--- src/rtl/npc_redirect.sv ---
// Next-PC generator for fetch: PC+4 sequencing, decode redirects, and buffering
// of redirects that arrive while fetch is stalled.
module npc_redirect #(
   parameter logic [31:0] RESET_PC = 32'h0000_3000,
   parameter int          MASK_LOW = 1
) (
   input  logic        clk,
   input  logic        reset,
   input  logic        Stop_F,
   input  logic [31:0] PC_F,
   input  logic        br_valid,
   input  logic [1:0]  br_type,
   input  logic [31:0] br_pc,
   input  logic [25:0] br_imm,
   input  logic [31:0] br_reg,
   output logic [31:0] Addr_F_Out,
   output logic        redirect_pending,
   output logic        err_misaligned,
   output logic        err_protocol
);

   typedef enum logic {
      IDLE = 1'b0,
      HOLD = 1'b1
   } state_t;

   typedef enum logic [1:0] {
      BR_REL = 2'b00,
      BR_ABS = 2'b01,
      BR_REG = 2'b10,
      BR_RSV = 2'b11
   } br_type_t;

   state_t      state_q, state_d;
   logic [31:0] hold_tgt_q, hold_tgt_d;
   logic        err_protocol_q, err_protocol_d;
   logic        err_misaligned_q, err_misaligned_d;

   logic [31:0] br_pc_plus4;
   logic [31:0] br_offset;
   logic [31:0] target;
   logic        br_ok;
   logic        br_rsv;

   function automatic logic [31:0] mask_tgt(input logic [31:0] t);
      if (MASK_LOW != 0) begin
         return {t[31:2], 2'b00};
      end
      return t;
   endfunction

   assign br_pc_plus4 = br_pc + 32'd4;
   assign br_offset   = {{14{br_imm[15]}}, br_imm[15:0], 2'b00};
   assign br_ok       = br_valid && (br_type_t'(br_type) != BR_RSV);
   assign br_rsv      = br_valid && (br_type_t'(br_type) == BR_RSV);

   always_comb begin
      target = '0;
      case (br_type_t'(br_type))
         BR_REL:  target = br_pc_plus4 + br_offset;
         BR_ABS:  target = {br_pc_plus4[31:28], br_imm[25:0], 2'b00};
         BR_REG:  target = br_reg;
         default: target = '0;
      endcase
   end

   always_comb begin
      state_d          = state_q;
      hold_tgt_d       = hold_tgt_q;
      err_protocol_d   = err_protocol_q;
      err_misaligned_d = 1'b0;
      Addr_F_Out       = PC_F + 32'd4;
      redirect_pending = 1'b0;

      if (reset) begin
         Addr_F_Out = RESET_PC;
      end else begin
         case (state_q)
            IDLE: begin
               if (br_ok && !Stop_F) begin
                  Addr_F_Out = mask_tgt(target);
               end else if (Stop_F) begin
                  Addr_F_Out = PC_F;
               end
               if (br_ok && Stop_F) begin
                  state_d    = HOLD;
                  hold_tgt_d = target;
               end
            end
            HOLD: begin
               redirect_pending = 1'b1;
               Addr_F_Out       = mask_tgt(hold_tgt_q);
               // A second redirect while buffering is illegal; latest target wins.
               if (br_ok) begin
                  hold_tgt_d     = target;
                  err_protocol_d = 1'b1;
               end
               if (!Stop_F) begin
                  state_d = IDLE;
                  if (br_ok) begin
                     Addr_F_Out = mask_tgt(target);
                  end
               end
            end
            default: state_d = IDLE;
         endcase

         if (br_rsv) begin
            err_protocol_d = 1'b1;
         end
         if (br_ok && (target[1:0] != 2'b00)) begin
            err_misaligned_d = 1'b1;
         end
      end
   end

   always_ff @(posedge clk) begin
      if (reset) begin
         state_q          <= IDLE;
         hold_tgt_q       <= '0;
         err_protocol_q   <= 1'b0;
         err_misaligned_q <= 1'b0;
      end else begin
         state_q          <= state_d;
         hold_tgt_q       <= hold_tgt_d;
         err_protocol_q   <= err_protocol_d;
         err_misaligned_q <= err_misaligned_d;
      end
   end

   assign err_protocol   = err_protocol_q;
   assign err_misaligned = err_misaligned_q;

endmodule

--- config.mk ---
export PLATFORM = sky130hd
export DESIGN_NAME = npc_redirect
export DESIGN_NICKNAME = d
export VERILOG_FILES = /design/src/rtl/npc_redirect.sv
export SDC_FILE = /design/constraint.sdc
export NUM_CORES = 1
export LEC_CHECK = 0
export CAP_MARGIN = 20
export CORE_AREA = 4 4 142 144
export DETAILED_ROUTE_END_ITERATION = 8
export DIE_AREA = 0 0 146 148
export PLACE_DENSITY = 0.62
export SYNTH_ARGS = -nofsm -noshare
export SYNTH_HDL_FRONTEND = slang
export SYNTH_SLANG_ARGS = --single-unit
--- constraint.sdc ---
create_clock -name clk -period 10.08 [get_ports clk]
set_input_delay 3.024 -clock clk [delete_from_list [all_inputs] [get_ports clk]]
set_output_delay 3.024 -clock clk [all_outputs]
set_load 0.02 [all_outputs]
==> flow_metrics.py <==
metrics = {
    "global_routing": {
        "grt_max_degree": 57,
        "grt_pass1_wl_mm": 32.8,
        "grt-ovfl-total": 0,
        "grt_pass1_vias": 6301,
        "grtUsageTotal_pct": 18.2,
        "antenna_found_initial": 0,
    },
    "synth": {
        "syn_avg_cell_area_um2": 6.80,
        "synth_area_leaders": "dfxtp_1 (12%), ha_1 (7.9%), xnor2_1 (6.9%), nand2_1 (6.9%), a21oi_1 (6.6%)",
        "synth_nets": 980,
        "synth_edf_count": 0,
        "ys_types": 84,
        "synth_top_cell_by_area": "dfxtp_1",
        "synth.top_cell.area_share_pct": 11.9,
        "async_reset_ff_share_pct": 0,
        "yosys_warnings": 0,
        "ys.flop_type": "dfxtp_1",
        "syn_area_um2": 5550,
        "ys_ff_latch": 33,
        "syn-instance-count": 816,
        "seq_area_frac_synth_pct": 11.9,
    },
    "sta": {
        "setup_viol": 0,
        "setup_ws_ns": 0.190,
        "worst_pin_slew_ns": 1.14,
        "hold_viol": 0,
        "relSlewSlack_pct": 23.7,
        "finalSetupTns_ns": 0,
        "finalMaxSlewViolations": 0,
        "hold_slack_ns": 0.453,
        "fin_skew_ns": 0.00277,
        "min_period_ns": 9.89,
        "finalCritPeriodShare_pct": 98.1,
        "rsz0062_at_grt": "yes",
        "fmax_mhz": 101,
    },
    "pwr": {
        "p_total_mw": 0.695,
        "ir_drop_mv": 0.0517,
        "powerDensity_nw_per_um2": 81.4,
        "p_leak_nw": 3.50,
    },
    "worst_hold_path": {
        "holdCritStartpoint": "hold_tgt_q[5]",
        "hold_path.class": "reg -> reg",
        "whs_path_depth": 2,
    },
    "worst_setup_path": {
        "arrival_ns": 6.87,
        "critPathLaunch": "br_pc[7]",
        "cp_num_cells": 17,
        "cpMostUsedCell": "buf_4",
        "critPathBufInv": 5,
        "slowest_stage": "or4b_2",
        "cp-end-kind": "output pin",
        "crit_fanout": 7,
        "crit_required_ns": 7.06,
        "path_cells": "clkdlybuf4s50_1 -> and4_4 -> nand3_1 -> nor4_4 -> buf_4 -> and2_1 -> nand4_1 -> xnor2_1 -> ha_1 -> nand3_1 -> buf_4 -> or4b_2 -> mux2i_1 -> a221oi_2 -> buf_4 -> a211oi_2 -> clkbuf_2",
        "slowest_delay_ns": 0.61,
        "start_kind": "input pin",
        "rr_worst_depth": 5,
        "crit_family": "simple AND/OR/NAND/NOR gates",
        "r2r_start": "state_q",
        "worstSetupPathType": "in -> out",
    },
    "place": {
        "dp_hpwl_mm": 17.1,
        "dp_cells": 1301,
        "dpl_worst_slack_ns": -0.375,
        "io_buffers": 162,
        "place_area_um2": 8240,
        "routabilityCongestion": 0.905,
    },
    "cts": {
        "numCtsBuffers": 5,
        "htree_levels": 2,
        "clk_path_buf_depth": 2,
        "root_buffer": "clkbuf_16",
        "clock-sinks": 33,
        "cts_tree": "yes",
        "path_clk_slew_ns": 0.05,
        "clkLatencyLatePin_ns": 0.28,
    },
    "detailed_routing": {
        "post-route-drc-count": 0,
        "vias": 6759,
        "wl_per_cell_um": 15.9,
        "drt_iter0_markers": 519,
        "ant_nets": 0,
        "routed_wirelength_mm": 21.0,
        "avgViaCountPerCell": 5.14,
        "first_pass_iters": 4,
    },
    "final_layout": {
        "fin_util_pct": 45.6,
        "final_common_cell": "buf_4",
        "fin_cells": 1315,
        "synthToLayoutAreaGrowth_pct": 53.8,
        "n_fill_cell": 1938,
        "final_net_count": 1245,
        "layout_common_cells": "buf_4 (146), clkdlybuf4s50_1 (142), nand2_1 (102), nor2_1 (78), a21oi_1 (66)",
        "postLayoutCellArea_um2": 8530,
        "layout-drive-gt1-share_pct": 20.7,
        "insertedDiodeCount": 0,
    },
    "floorplan": {
        "die_h_um": 148,
        "start_util_pct": 29.7,
        "die-area_um2": 21600,
        "core_um2": 18700,
        "ioPinCount": 163,
        "die_w_um": 146,
        "num_rows": 50,
    },
    "job": {
        "drv_cap": 0,
    },
    "run_status": {
        "outcome": "finished clean",
    },
}
==> routing by layer <==
layer  routed length [um]  GRT usage, %
met1                10300          27.0
met2                 9320          28.8
met3                 1070          1.59
met4                  235          3.86
met5                    0             0
==> sequential cells by signal, summed over array words and instances (netlist names) <==
signal / flops
err_protocol: 1
hold_tgt_q: 30
state_q: 1
err_misaligned: 1
==> logic make-up after synthesis <==
kind of cell	Yosys count	synth area share, %
compound gates	252	30.4
xor+xnor	64	10.1
fa+ha+maj	36	8.25
buf+inv	74	6.29
flops	33	11.9
mux	12	2.19
simple gates	345	30.9
==> synthesized netlist by cell type, types with 3 or more instances <==
library cell  number
nor2_1            81
a211oi_2           3
a22oi_1            6
and4_1             5
a22o_1             7
o21a_1             8
o21bai_1           3
a311oi_1           3
nand4_1           18
nor3_1            27
and3_1            14
dfxtp_1           33
o211a_1            3
inv_1             23
ha_1              35
xnor2_1           44
a21o_1            14
o22ai_1           10
nand2_1          102
o221ai_1           3
nand3_1           30
o31ai_1            3
nand2b_1           7
buf_2              4
xor2_1            20
a211oi_1          28
clkbuf_8           5
nor3b_1            3
o211ai_1          14
a311oi_2           3
clkbuf_1          33
a31oi_1            6
and2_1             8
nor2b_1            7
or3_1             15
or2_2              3
a21oi_1           73
mux2i_1           11
o21ai_0           44
nand3b_1           5
==> repair_timing <==
action | in CTS | in global routing
cloned | 0 | 0
hold buffers | 0 | 0
resized for setup | 28 | 65
buffers inserted | 0 | 7
pin swaps | 1 | 13
setup endpoints to repair | 15 | 20
==> report_power, final <==
group | internal [mW] | switching, mW
clock network | 0.0968 | 0.0519
logic | 0.201 | 0.199
registers | 0.139 | 0.00674
==> worst reg2reg max path, cell delays in order (launching register included) <==
cell	delay, ns
dfxtp_2	0.99
nor2_1	0.14
nor2_2	0.43
buf_4	0.41
nor2_1	0.08
a211oi_1	0.23
==> layout make-up <==
cell class,instances,area (um2),share of cell area (%)
multi-input cells,709,4700,55.1
repair buffers,306,2640,30.9
clock buffers,7,143,1.67
well taps,234,293,3.43
inverters,26,97.6,1.14
flip-flops and latches,33,662,7.76
==> path summary, 6_finish.rpt <==
| check | endpoint | slack (ns) |
|---|---|---|
| setup / recovery | Addr_F_Out[30] | 0.19 |
| setup reg to reg | hold_tgt_q[25] | 7.70 |
| hold / removal | hold_tgt_q[5] | 0.45 |
| hold reg to reg | hold_tgt_q[5] | 0.45 |
Power figures use the tool's default switching activity.
